[src/rtl/io_bus.sv]
// io_bus: memory-mapped I/O decoder for a 16-bit processor -- external memory
// pass-through, LED and HEX output registers, synchronized switches and a timer.
module io_bus #(
  parameter int LED_W  = 10,
  parameter int MEM_AW = 12
) (
  input  logic              Clock,
  input  logic              Reset,
  input  logic [15:0]       ADDR,
  input  logic [15:0]       DOUT,
  input  logic              W,
  output logic [15:0]       DIN,
  output logic [MEM_AW-1:0] mem_addr,
  output logic              mem_wren,
  input  logic [15:0]       mem_q,
  input  logic [LED_W-1:0]  SW,
  output logic [LED_W-1:0]  LEDR,
  output logic [41:0]       HEX
);

  localparam logic [3:0] RGN_MEM = 4'h0;
  localparam logic [3:0] RGN_LED = 4'h1;
  localparam logic [3:0] RGN_HEX = 4'h2;
  localparam logic [3:0] RGN_SW  = 4'h3;
  localparam logic [3:0] RGN_TMR = 4'h4;

  localparam logic [1:0] TMR_LOAD   = 2'd0;
  localparam logic [1:0] TMR_CTRL   = 2'd1;
  localparam logic [1:0] TMR_COUNT  = 2'd2;
  localparam logic [1:0] TMR_STATUS = 2'd3;

  // Bus protocol: ADDR/DOUT/W describe one access per cycle, never stalled.
  // W=1 commits at the edge; DIN holds the read data of cycle n's ADDR during cycle n+1.

  logic [3:0]       region;
  logic             load_wr, ctrl_wr, stat_wr, expire;

  logic [LED_W-1:0] led_q, led_d;
  logic [41:0]      hex_q, hex_d;
  logic [LED_W-1:0] sw_meta_q, sw_sync_q;
  logic [15:0]      load_q, load_d;
  logic [15:0]      count_q, count_d;
  logic             en_q, en_d;
  logic             auto_q, auto_d;
  logic             expired_q, expired_d;
  logic [15:0]      rd_data_q, rd_data_d;
  logic             rd_mem_q, rd_mem_d;

  assign region   = ADDR[15:12];
  assign mem_addr = ADDR[MEM_AW-1:0];
  assign mem_wren = W & (region == RGN_MEM);

  assign load_wr = W & (region == RGN_TMR) & (ADDR[1:0] == TMR_LOAD);
  assign ctrl_wr = W & (region == RGN_TMR) & (ADDR[1:0] == TMR_CTRL);
  assign stat_wr = W & (region == RGN_TMR) & (ADDR[1:0] == TMR_STATUS);
  assign expire  = en_q & ~load_wr & (count_q == 16'd0);

  always_comb begin
    led_d = led_q;
    hex_d = hex_q;
    if (W && region == RGN_LED) led_d = DOUT[LED_W-1:0];
    for (int k = 0; k < 6; k++) begin
      if (W && region == RGN_HEX && ADDR[2:0] == 3'(k)) hex_d[7*k +: 7] = DOUT[6:0];
    end
  end

  // LOAD write beats the countdown; CTRL write beats the one-shot auto-clear of EN;
  // an expiry beats a STATUS clear in the same edge.
  always_comb begin
    load_d    = load_q;
    count_d   = count_q;
    en_d      = en_q;
    auto_d    = auto_q;
    expired_d = expired_q;
    if (load_wr) begin
      load_d  = DOUT;
      count_d = DOUT;
    end else if (en_q) begin
      if (count_q != 16'd0) count_d = count_q - 16'd1;
      else if (auto_q)      count_d = load_q;
      else                  en_d    = 1'b0;
    end
    if (ctrl_wr) begin
      en_d   = DOUT[0];
      auto_d = DOUT[1];
    end
    if (stat_wr && DOUT[0]) expired_d = 1'b0;
    if (expire)             expired_d = 1'b1;
  end

  always_comb begin
    rd_data_d = 16'h0000;
    rd_mem_d  = (region == RGN_MEM);
    case (region)
      RGN_LED: rd_data_d[LED_W-1:0] = led_q;
      RGN_HEX: begin
        for (int k = 0; k < 6; k++) begin
          if (ADDR[2:0] == 3'(k)) rd_data_d[6:0] = hex_q[7*k +: 7];
        end
      end
      RGN_SW:  rd_data_d[LED_W-1:0] = sw_sync_q;
      RGN_TMR: begin
        case (ADDR[1:0])
          TMR_LOAD:   rd_data_d = load_q;
          TMR_CTRL:   rd_data_d = {14'd0, auto_q, en_q};
          TMR_COUNT:  rd_data_d = count_q;
          TMR_STATUS: rd_data_d = {15'd0, expired_q};
          default:    rd_data_d = 16'h0000;
        endcase
      end
      default: rd_data_d = 16'h0000;
    endcase
  end

  always_ff @(posedge Clock) begin
    if (Reset) begin
      led_q     <= '0;
      hex_q     <= '0;
      sw_meta_q <= '0;
      sw_sync_q <= '0;
      load_q    <= '0;
      count_q   <= '0;
      en_q      <= 1'b0;
      auto_q    <= 1'b0;
      expired_q <= 1'b0;
      rd_data_q <= '0;
      rd_mem_q  <= 1'b0;
    end else begin
      led_q     <= led_d;
      hex_q     <= hex_d;
      sw_meta_q <= SW;
      sw_sync_q <= sw_meta_q;
      load_q    <= load_d;
      count_q   <= count_d;
      en_q      <= en_d;
      auto_q    <= auto_d;
      expired_q <= expired_d;
      rd_data_q <= rd_data_d;
      rd_mem_q  <= rd_mem_d;
    end
  end

  assign DIN  = rd_mem_q ? mem_q : rd_data_q;
  assign LEDR = led_q;
  assign HEX  = hex_q;

endmodule

[config.mk]
export PLATFORM = sky130hd
export DESIGN_NAME = io_bus
export DESIGN_NICKNAME = d
export VERILOG_FILES = /design/src/rtl/io_bus.sv
export SDC_FILE = /design/constraint.sdc
export NUM_CORES = 1
export LEC_CHECK = 0
export ABC_AREA = 0
export ABC_CLOCK_PERIOD_IN_PS = 3100
export BUFFER_PORTS_ARGS = -buffer_cell sky130_fd_sc_hd__buf_2
export CORE_MARGIN = 2
export CORE_UTILIZATION = 35
export DETAILED_ROUTE_END_ITERATION = 10
export GPL_ROUTABILITY_DRIVEN = 0
export GPL_TIMING_DRIVEN = 0
export PLACE_DENSITY = 0.65
export RECOVER_POWER = 25
export SLEW_MARGIN = 40
export SYNTH_ARGS = -nofsm -noshare
export SYNTH_HDL_FRONTEND = slang
export SYNTH_SLANG_ARGS = --single-unit
[constraint.sdc]
create_clock -name Clock -period 3.1 [get_ports Clock]
set_input_delay 0.31 -clock Clock [delete_from_list [all_inputs] [get_ports Clock]]
set_output_delay 0.31 -clock Clock [all_outputs]
set_load 0.01 [all_outputs]
=== After elaboration in Yosys (flattened, before gate mapping) ===
Cells that the tools add are included.

* $add $sub $neg: 1
* Bitwise operators: 9
* Equality and inequality tests: 13
* Reduce and logical (&&, ||, !) cells: 19
* Multiplexer cells: 21

{| class="wikitable"
|+ Operators by type and width
! kind !! count
|-
| $mux 16 || 5
|-
| $pmux 16 s4 || 1
|-
| $mux 7 || 6
|-
| $pmux 7 s4 || 1
|-
| $logic_not 16->1 || 1
|-
| $reduce_bool 16->1 || 1
|-
| $sub 16x1->16 const B || 1
|-
| $logic_and 1x1->1 || 9
|-
| $pmux 3 s3 || 1
|-
| $eq 4x2->1 const B || 2
|-
| $and 1x1->1 || 7
|-
| $mux 1 || 7
|-
| $eq 3x2->1 const B || 2
|-
| $eq 3x3->1 const B || 2
|-
| $eq 2x2->1 const B || 2
|-
| $eq 4x1->1 const B || 1
|-
| $eq 4x3->1 const B || 1
|-
| $logic_not 4->1 || 1
|-
| $reduce_bool 2->1 || 2
|-
| $eq 3x1->1 const B || 1
|-
| $logic_not 3->1 || 1
|-
| $reduce_bool 3->1 || 1
|-
| $eq 2x1->1 const B || 1
|-
| $logic_not 2->1 || 1
|-
| other kinds (4) || 5
|}

* Input bits: 61
* Output and inout bits: 81
* Bits in registers: 124
* Word-level logic and storage cells: 80

=== Logic depth before layout (Yosys ltp) ===
* Word-level depth: 8
* Depth in mapped cells: 8
* Gate-level depth less buffers: 7

=== Least setup slack after synthesis ===
Ideal clock, no wire load.

* Path type: register to register
* From: register count_q[4]
* To: register count_q[1]
* Stages on the path, launching flop included: 7
* Data required time: 2,974 ps
* Setup time: 126 ps
* Arrival time: 2,051 ps
* Buffers on the path: 1
* Period minus slack after synthesis: 2,177 ps
* Path slack: 923 ps
* Cells stage by stage: dfxtp_1 or4_4 or4_4 buf_6 o31a_1 nand2_2 o211ai_1

* Cells in the longest elaborated chain, start to end: 4
* Elaborated cells on any way between the ends: 6
* Those cells by class: mux (3); reduce/logical (3)

{| class="wikitable"
|+ Ends and longest elaborated chain
! what !! line !! source
|-
| start, declared || 42 || <nowiki>logic [15:0] count_q, count_d;</nowiki>
|-
| start signal, assigned || 134 || <nowiki>count_q <= count_d;</nowiki>
|-
| $reduce_bool 16->1 * || 79 || <nowiki>if (count_q != 16'd0) count_d = count_q - 16'd1;</nowiki>
|-
| $mux 16 || 79 ||
|-
| $mux 16 || 78 || <nowiki>end else if (en_q) begin</nowiki>
|-
| $mux 16 || 75 || <nowiki>if (load_wr) begin</nowiki>
|}

Mark *: on every way between the ends. The rest lies on a longest branch, timed or not. The select of a mux whose other input is x is not followed.
A chain may end at the register's enable or synchronous reset.

=== Worst setup path in the final report ===
* From: register count_q[0]
* To: register count_q[2]

* Cells in the longest elaborated chain, start to end: 4
* Elaborated cells on any way between the ends: 7
* Those cells by class: add/sub (1); mux (3); reduce/logical (3)

{| class="wikitable"
|+ Ends and longest elaborated chain
! what !! line
|-
| $sub 16x1->16 or $reduce_bool 16->1 (tied branches) || 79
|-
| $mux 16 || 79
|-
| $mux 16 || 78
|-
| $mux 16 || 75
|}

Several ways; a longest one is shown, not always the timed one. The select of a mux whose other input is x is not followed.

==> results by group <==
Floorplan
  – Std-Cell Rows: between 40 and 50
  – Die H: 134 µm
  – Die area: around 18,000 µm²
  – Die width: 134 µm
  – Core Region: 16,600 µm²
  – Initial Util: 35.8%
  – Boundary pin count: 142

Critical path
  – Worst setup endpoint: count_q[2]
  – CP Launch Point: count_q[0]
  – WP buf/inv: 2
  – Worst-path cell chain: inv_1, ha_1, nor4b_1, and2_1, clkbuf_1, nand2_1, o311ai_0, a221oi_1
  – WP data required: roughly 3.4 ns
  – CP endpoint kind: register
  – CP Depth: 8
  – R2r startpoint: count_q[0]
  – CP Launch Type: register
  – Largest stage delay, worst path: roughly 0.47 ns
  – CP delay by family, top: simple AND/OR/NAND/NOR gates
  – RR Endpoint: count_q[2]
  – Crit-path max FO: 8
  – Slowest-stage cell, CP: nor4b_1
  – Critical path arrival: roughly 3.0 ns
  – Register-to-Register Path Depth: 8
  – Setup CP Type: register to register
  – Reg2reg setup slack: 0.37 ns

Timing
  – Fmax: 0.366 GHz
  – Hold WS: 0.0989 ns
  – Pins over their slew limit: 0
  – Total negative slack: 0 ns
  – RSZ-0062 raised after global routing: false
  – Max transition margin: a little under half
  – Worst-margin pin slew: 0.783 ns
  – Final worst path period need: 2.73 ns
  – Hold Violations, Final: 0
  – Final period util: 88.0%
  – Setup ws final: around 0.37 ns
  – Clock skew: 0.0134 ns
  – # setup viols final: 0

Drt
  – Total vias in the final route: 5,798
  – # DRC: 0
  – Wire per inst: 18.7 µm
  – Routed WL: 19,800 µm
  – First-pass iteration count of the detailed router: 6
  – Antenna Nets Post-Route: 0
  – Via/cell ratio: about 5.5
  – DRT iter0 DRCs: ~500

Layout
  – Nets: around 890
  – Multi-input logic area: 3150 µm²
  – Post-layout utilization of the core: 44.5%
  – Share of layout cells above drive strength 1: 20.4%
  – Fill cells: 1,703
  – P&R area growth vs syn: 24.3%
  – Diodes inserted: 0
  – Sequential cell area: 2480 µm²

Power and ir drop
  – Pleak: 2.88 nW
  – Max VDD drop: 380 µV
  – Overall Power: 3.92 mW
  – PwrDens: roughly 530 nW/µm²

Place
  – HPWL Detailed: between 10,000 and 15,000 µm
  – IO Port Bufs: 124
  – Worst slack, placed: between 0.3 and 0.4 ns

Clock network
  – Post_cts resized: 0
  – CTS Sinks: roughly 120
  – Cts hold-fix bufs: 0
  – Clock buffer depth: 2
  – TritonCTS buffer count: 17
  – Post-CTS Setup Bufs: 0
  – Clk_lat worst skew: 0.43 ns
  – CTS tree: built
  – H-tree depth: 4
  – Root Buffer: clkbuf_16
  – Clock transition at path regs: 0.06 ns

Global routing
  – Grt ovf: 0
  – Largest net degree at the start of global routing: 17
  – Initial antenna violation count: 0
  – First-pass GRT wire length: 29,900 µm
  – Vias in the first global route: 5,411
  – All-Layer GR Usage: 21.8%

Synthesis
  – Synthesized cell area: 5940 µm²
  – Syn Area/Cell: ~8.7 µm²
  – Sequential share of the synthesized area: 41.8%
  – Top cell type's share of synthesized area: 41.8%
  – YS warnings: 0
  – Area leader, netlist: dfxtp_1
  – Distinct cell type count after synthesis: 64
  – Synth area leaders: dfxtp_1 42%, mux2i_1 9.1%, a21oi_1 5.7%
  – FF+latch count, synth: around 120
  – Mapped Cells: 683
  – Syn_nets: 746
  – Synth Flop Type: dfxtp_1
  – Async S/R FF share, synth: 0%
  – Post-synth EDFFs: 0

Outcome
  – Status: finished, final reports clean

Run
  – Max Cap Viol: 0

Worst hold path
  – Worst min path class: input pin to register
## worst min-delay path by stage
stage	start	to	slack (ns)	cells past startpoint
final	SW[5]	sw_meta_q[5]	0.1	2
after global routing	SW[7]	sw_meta_q[7]	0.08	2
after CTS	SW[5]	sw_meta_q[5]	0.07	2
after detailed placement	sw_meta_q[2]	sw_sync_q[2]	0.42	1
after global placement	sw_meta_q[7]	sw_sync_q[7]	0.42	1
after floorplan	sw_meta_q[0]	sw_sync_q[0]	0.41	1
## cells in the final DEF, fill, tap and decap left out, drive strengths merged, types with 5 or more instances in the layout
| master | instances |
|---|---|
| buf | 106 |
| mux2i | 54 |
| a22oi | 8 |
| xnor2 | 5 |
| o21ai | 15 |
| mux2 | 22 |
| nor2b | 25 |
| inv | 7 |
| a211oi | 5 |
| clkbuf | 105 |
| a222oi | 7 |
| clkinv | 7 |
| dfxtp | 124 |
| nand2 | 83 |
| nand4 | 6 |
| nor3 | 15 |
| o31ai | 5 |
| nand3 | 51 |
| nor2 | 51 |
| a21oi | 68 |
## cell families (layout without fill, tap and decap cells)
group,count (synthesis),in the layout,share of synthesized area [%]
simple gates,256,256,21.2
compound gates,144,144,16.3
mux,77,77,13.6
buf+inv,73,229,5.62
flops,124,124,41.8
xor+xnor,7,7,1.03
fa+ha+maj,2,2,0.421
## layer usage
layer / track usage (%) / part of all wire, %
met1: 28.4 / 42
met2: 34.4 / 46
met3: 5.63 / 8.9
met4: 8.77 / 2.7
met5: 0 / 0
## power by group
group | switching (mW) | internal [mW]
combinational | 0.220 | 0.127
clock | 0.767 | 1.19
sequential | 0.0113 | 1.61
## per-stage QoR
stage	instance area (µm²)	instances
CTS	7430	1059
finish	7380	1059
global placement	6840	1027
detailed placement	6850	1027
global route	7380	1059
floorplan	5940	683
## cell type report
| cell class | instances | share of cell area [%] |
|---|---|---|
| Sequential cell | 124 | 33.6 |
| Inverter | 5 | 0.254 |
| Multi-Input combinational cell | 486 | 42.7 |
| Clock inverter | 13 | 1.93 |
| Clock buffer | 19 | 5.86 |
| Buffer | 68 | 4.27 |
| Tap cell | 220 | 3.73 |
| Timing Repair Buffer | 124 | 7.68 |
## Yosys cell counts, drive strengths merged (6+ instances only)
| cell type | n |
|---|---|
| dfxtp | 124 |
| nand2 | 83 |
| a21oi | 68 |
| mux2i | 54 |
| nand3 | 51 |
| nor2 | 51 |
| clkbuf | 43 |
| buf | 25 |
| nor2b | 25 |
| mux2 | 22 |
| nor3 | 15 |
| o21ai | 15 |
| a22oi | 8 |
| a222oi | 7 |
| nand4 | 6 |
## registers in the layout, indices dropped and copies added (netlist names)
signal,count
HEX,42
LEDR,10
count_q,16
load_q,16
rd_mem_q,1
rd_data_q,16
en_q,1
sw_meta_q,10
sw_sync_q,10
expired_q,1
auto_q,1
(Power assumes the default switching activity.)
